<file path="config.mk">
export PLATFORM = sky130hd
export DESIGN_NAME = hud_pixel_mux
export DESIGN_NICKNAME = d
export VERILOG_FILES = /design/src/rtl/hud_pkg.sv /design/src/rtl/pipe_delay.sv /design/src/rtl/hud_pixel_mux.sv
export SDC_FILE = /design/constraint.sdc
export NUM_CORES = 1
export LEC_CHECK = 0
export ABC_CLOCK_PERIOD_IN_PS = 1700
export BUFFER_PORTS_ARGS = -buffer_cell sky130_fd_sc_hd__buf_2
export CELL_PAD_IN_SITES_DETAIL_PLACEMENT = 1
export CELL_PAD_IN_SITES_GLOBAL_PLACEMENT = 1
export CORE_ASPECT_RATIO = 1.75
export CORE_MARGIN = 2
export CORE_UTILIZATION = 27
export CTS_CLUSTER_DIAMETER = 50
export DETAILED_ROUTE_END_ITERATION = 8
export HOLD_SLACK_MARGIN = 0.12
export PLACE_DENSITY = 0.78
export SETUP_SLACK_MARGIN = 0.1
export SLEW_MARGIN = 30
export SYNTH_ARGS = -nofsm -noshare
export SYNTH_HDL_FRONTEND = slang
export SYNTH_SLANG_ARGS = --single-unit
</file>
<file path="constraint.sdc">
create_clock -name clk -period 1.7 [get_ports clk]
set_input_delay 0.17 -clock clk [delete_from_list [all_inputs] [get_ports clk]]
set_output_delay 0.17 -clock clk [all_outputs]
set_load 0.005 [all_outputs]
</file>
<file path="src/rtl/hud_pkg.sv">
// Shared types and constants for the HUD compositing path.
package hud_pkg;

    typedef logic [23:0] rgb_t;

    localparam rgb_t COLOR_WHITE  = 24'hFFFFFF;
    localparam rgb_t COLOR_YELLOW = 24'hFFFF00;
    localparam rgb_t COLOR_BLACK  = 24'h000000;

    typedef enum logic [1:0] {
        IDLE,
        ON,
        OFF
    } flash_state_t;

    localparam int SCREEN_W = 640;
    localparam int SCREEN_H = 480;

endpackage

</file>
<file path="src/rtl/pipe_delay.sv">
// Fixed-depth shift-register delay line with synchronous active-high reset.
module pipe_delay #(
    parameter int WIDTH = 1,
    parameter int DEPTH = 1
) (
    input  logic             clk,
    input  logic             reset,
    input  logic [WIDTH-1:0] d_i,
    output logic [WIDTH-1:0] q_o
);

    logic [WIDTH-1:0] shift_q [DEPTH];

    always_ff @(posedge clk) begin
        if (reset) begin
            for (int i = 0; i < DEPTH; i++) shift_q[i] <= '0;
        end else begin
            shift_q[0] <= d_i;
            for (int i = 1; i < DEPTH; i++) shift_q[i] <= shift_q[i-1];
        end
    end

    assign q_o = shift_q[DEPTH-1];

endmodule

</file>
<file path="src/rtl/hud_pixel_mux.sv">
// Per-pixel layer compositor with frame-synchronous score flash effect.
module hud_pixel_mux
    import hud_pkg::*;
#(
    parameter int   RENDER_LAT   = 1,
    parameter int   FLASH_FRAMES = 8,
    parameter int   FLASH_PHASES = 6,
    parameter rgb_t BG_COLOR     = COLOR_BLACK
) (
    input  logic        clk,
    input  logic        reset,
    input  logic [9:0]  x,
    input  logic [8:0]  y,
    input  logic        pix_valid,
    input  logic        txt_render,
    input  logic        digit_render,
    input  logic        sprite_render,
    input  logic [23:0] sprite_rgb,
    input  logic        score_inc,
    output logic [7:0]  r,
    output logic [7:0]  g,
    output logic [7:0]  b,
    output logic        rgb_valid,
    output logic        flashing
);

    localparam int FW = (FLASH_FRAMES > 1) ? $clog2(FLASH_FRAMES) : 1;
    localparam int PW = $clog2(FLASH_PHASES);
    localparam logic [FW-1:0] FRAME_LAST = FW'(FLASH_FRAMES - 1);
    localparam logic [PW-1:0] PHASE_LAST = PW'(FLASH_PHASES - 1);

    flash_state_t  state_q;
    logic [FW-1:0] frame_cnt_q;
    logic [PW-1:0] phase_cnt_q;
    logic          pending_q;
    logic          flashing_q;
    logic          v_d;
    logic          tick;
    rgb_t          hud_rgb;
    rgb_t          rgb_d;
    rgb_t          rgb_q;
    logic          valid_q;

    assign tick = pix_valid && (x == 10'd0) && (y == 9'd0);

    pipe_delay #(
        .WIDTH (1),
        .DEPTH (RENDER_LAT)
    ) u_valid_dly (
        .clk   (clk),
        .reset (reset),
        .d_i   (pix_valid),
        .q_o   (v_d)
    );

    // A pulse arriving on the tick cycle itself starts the flash on that tick.
    always_ff @(posedge clk) begin
        if (reset) begin
            state_q     <= IDLE;
            frame_cnt_q <= '0;
            phase_cnt_q <= '0;
            pending_q   <= 1'b0;
            flashing_q  <= 1'b0;
        end else if (tick && (pending_q || score_inc)) begin
            state_q     <= ON;
            frame_cnt_q <= '0;
            phase_cnt_q <= '0;
            pending_q   <= 1'b0;
            flashing_q  <= 1'b1;
        end else begin
            if (score_inc) pending_q <= 1'b1;
            if (tick && (state_q != IDLE)) begin
                if (frame_cnt_q == FRAME_LAST) begin
                    frame_cnt_q <= '0;
                    if (phase_cnt_q == PHASE_LAST) begin
                        state_q     <= IDLE;
                        phase_cnt_q <= '0;
                        flashing_q  <= 1'b0;
                    end else begin
                        phase_cnt_q <= phase_cnt_q + 1'b1;
                        state_q     <= (state_q == ON) ? OFF : ON;
                    end
                end else begin
                    frame_cnt_q <= frame_cnt_q + 1'b1;
                end
            end
        end
    end

    always_comb begin
        case (state_q)
            ON:      hud_rgb = COLOR_YELLOW;
            OFF:     hud_rgb = BG_COLOR;
            default: hud_rgb = COLOR_WHITE;
        endcase
        rgb_d = '0;
        if (v_d) begin
            if (sprite_render)                   rgb_d = sprite_rgb;
            else if (txt_render || digit_render) rgb_d = hud_rgb;
            else                                 rgb_d = BG_COLOR;
        end
    end

    always_ff @(posedge clk) begin
        if (reset) begin
            rgb_q   <= '0;
            valid_q <= 1'b0;
        end else begin
            rgb_q   <= rgb_d;
            valid_q <= v_d;
        end
    end

    assign r         = rgb_q[23:16];
    assign g         = rgb_q[15:8];
    assign b         = rgb_q[7:0];
    assign rgb_valid = valid_q;
    assign flashing  = flashing_q;

endmodule
</file>
==> results.py <==
metrics = {
    "outcome": {
        "status": "finished clean",
    },
    "synthesis": {
        "synth_top_area_share_pct": 52.03,
        "synth_top_flop_cell": "dfxtp_1",
        "ys_ff_latch": 36,
        "synth_edf_count": 0,
        "synthTopCellsByArea": "dfxtp_1, a21oi_1, nand2_1",
        "syn_area_sq_um": 1385,
        "yosysWarnings": 0,
        "avgSynthCellArea_sq_um": 9.053,
        "async_flop_share_pct": 0,
        "synth_area_leader_cell": "dfxtp_1",
        "yosysSeqAreaShare_pct": 52.03,
        "postSynthCellCount": 153,
        "syn-num-nets": 208,
        "ys_types": 28,
    },
    "critical_path": {
        "critPathKind": "reg -> reg",
        "r2r-end": "phase_cnt_q[2]",
        "startpoint": "frame_cnt_q[1]",
        "cp_data_required_time_ns": 1.92,
        "start_kind": "flop",
        "r2r-start": "frame_cnt_q[1]",
        "cp-end-kind": "flop",
        "path_max_fanout": 4,
        "reg2reg_depth": 6,
        "cp-endpoint": "phase_cnt_q[2]",
        "reg2reg_slack_ns": 0.12,
        "arrival_ns": 1.80,
    },
    "sta": {
        "period_needed_ns": 1.584,
        "finalClockSkew_ns": 0.004748,
        "hold_violations": 0,
        "worst_slack_ns": 0.1165,
        "worstMarginPinSlew_ns": 0.5113,
        "fmax_ghz": 0.6315,
        "setup_viol_count_final": 0,
        "max_slew_margin_pct": 65.66,
        "grt_setup_unrepaired": "true",
        "fin_crit_sh_pct": 93.15,
        "slew_violations": 0,
    },
    "placement": {
        "post_dp_cell_area_sq_um": 1813,
        "portBuffers": 75,
        "gp_congestion": 0.6521,
        "dp_cells": 275,
        "hpwl_mm": 2.822,
        "preCtsSetupSlack_ns": -0.07942,
    },
    "floorplan": {
        "coreArea_sq_um": 4977,
        "fp.dieArea_sq_um": 5741,
        "start_util_pct": 27.83,
        "die_h_um": 98.75,
        "rows": 34,
        "io_pins": 76,
        "fp.dieW_um": 58.14,
    },
    "clocking": {
        "htree_levels": 2,
        "cts_buffer_depth": 2,
        "cts.sink_count": 36,
        "clk_latency_ns": 0.28,
        "clockRootBuffer": "clkbuf_8",
        "cts_buffers": 5,
        "clkTransAtPathRegs_ns": 0.07,
        "cts_tree": "done",
    },
    "grt": {
        "grt_pass1_wl_mm": 6.237,
        "grtUsageTotal_pct": 13.95,
        "grt_pass1_vias": 1436,
        "antenna_found_initial": 0,
        "grt_max_degree": 26,
        "gr-total-overflow": 0,
    },
    "finish": {
        "area_growth_pct": 47.06,
        "num_antenna_cells": 0,
        "final_cells": 288,
        "drive_gt1_share_pct": 44.87,
        "fillers": 588,
        "layout_common_cells": "buf_2, dfxtp_1, a21oi_1",
        "nets": 288,
        "final_cell_area_sq_um": 2037,
        "final_common_cell": "buf_2",
        "multi_input_area_sq_um": 686.9,
        "seq_area_sq_um": 723.2,
    },
    "pwr": {
        "p_leak_nw": 0.9355,
        "p_sw_share_pct": 21.42,
        "p_clk_share_pct": 41.6,
        "pwr-share-seq_pct": 49.6,
        "p_int_mw": 1.378,
        "powerDensity_nw_per_um2": 860.8,
        "p_comb_share_pct": 8.8,
        "p_sw_mw": 0.3756,
        "peakVddDrop_uv": 512.5,
    },
    "drt": {
        "avgRoutedWirePerCell_um": 13.37,
        "drt_wl_total_mm": 3.850,
        "via_per_inst": 4.809,
        "drt_iter0_markers": 50,
        "via_count": 1385,
        "antenna_left": 0,
        "drt_pre_antenna_iters": 4,
        "drc": 0,
    },
    "worst_hold_path": {
        "hold_class": "in -> reg",
    },
    "flow_run": {
        "drv_cap": 0,
    },
}
[registers in the layout, indices dropped and copies added (netlist names)]
name,cells
pending_q,1
u_valid_dly.shift_q,1
rgb_q,24
flashing,1
frame_cnt_q,3
phase_cnt_q,3
rgb_valid,1
state_q,2
[how the worst min path moves through the flow]
stage | endpoint | slack [ns] | startpoint | cells after the start
6_report | flashing | 0.12 | reset | 2
5_1_grt | flashing | 0.13 | reset | 2
4_1_cts | flashing | 0.12 | reset | 2
3_5_place_dp | pending_q | 0.41 | score_inc | 3
3_3_place_gp | u_valid_dly.shift_q[0] | 0.40 | pix_valid | 2
2_1_floorplan | flashing | 0.24 | reset | 1
[cell families after synthesis]
kind of cell / Yosys count / share of synthesized area [%]
and+or+nand+nor: 55 / 23.13
buffers and inverters: 13 / 3.523
DFF: 36 / 52.03
AOI/OAI and AO/OA: 44 / 16.80
adders and majority gates: 5 / 4.517
[layer usage]
metal	up-vias	share of wire, %	track usage, %
li1	691	-	-
met1	635	37	13.33
met2	53	55	27.36
met3	6	6.7	3.412
met4	0	1.7	4.830
met5	-	0	0
[repair_timing]
item / CTS / global route
hold endpoints to repair: 2 / 0
buffers inserted: 3 / 0
hold buffers: 2 / 0
gates resized for setup: 12 / 5
endpoints found under the setup margin: 2 / 21
pin swaps: 3 / 1
[metrics by stage]
| stage | TNS, ns | total power, mW | util (%) | hold WS [ns] |
|---|---|---|---|---|
| finish | 0 | 1.753 | 40.93 | 0.1232 |
| global route | 0 | 1.828 | 40.93 | 0.1308 |
| CTS | 0 | 1.782 | 40.57 | 0.1210 |
| detailed placement | -0.09515 | 1.041 | 36.43 | 0.4145 |
| global placement | 0 | 1.036 | 36.43 | 0.4026 |
| floorplan | 0 | 0.9486 | - | 0.2391 |
[power by group through the flow]
| stage | sequential, mW | clock [mW] | combinational, mW |
|---|---|---|---|
| 2_1_floorplan | 0.892 | 0 | 0.0562 |
| 3_3_place_gp | 0.889 | 0 | 0.147 |
| 3_5_place_dp | 0.889 | 0 | 0.152 |
| 4_1_cts | 0.869 | 0.756 | 0.157 |
| 5_1_grt | 0.870 | 0.782 | 0.176 |
| 6_report | 0.869 | 0.729 | 0.155 |
[synth_stat cells, types with 2 or more instances]
library cell	number
a21oi_1	32
clkbuf_1	10
dfxtp_1	36
ha_1	5
inv_1	3
nand2_1	25
nand2b_1	2
nand3_1	3
nand4b_1	2
nor2_1	3
nor2b_1	2
nor4_1	2
o21ai_0	9
or3_1	3
or4_1	2
or4b_1	2
[worst max-delay path: stages (launching register included)]
cell	delay (ns)
dfxtp_2	0.35
ha_4	0.14
ha_4	0.13
nor2b_4	0.15
nand3_2	0.11
or4b_4	0.51
a21oi_2	0.13
[layout make-up]
| class | instances | area share, % |
|---|---|---|
| tap | 54 | 3.317 |
| timing repair buffer | 83 | 21.62 |
| clock inverter | 2 | 1.720 |
| sequential | 36 | 35.50 |
| clock buffer | 6 | 3.563 |
| inverter | 3 | 0.5528 |
| multi-input combinational | 104 | 33.72 |
No activity file was read; power rests on OpenSTA's default activity.
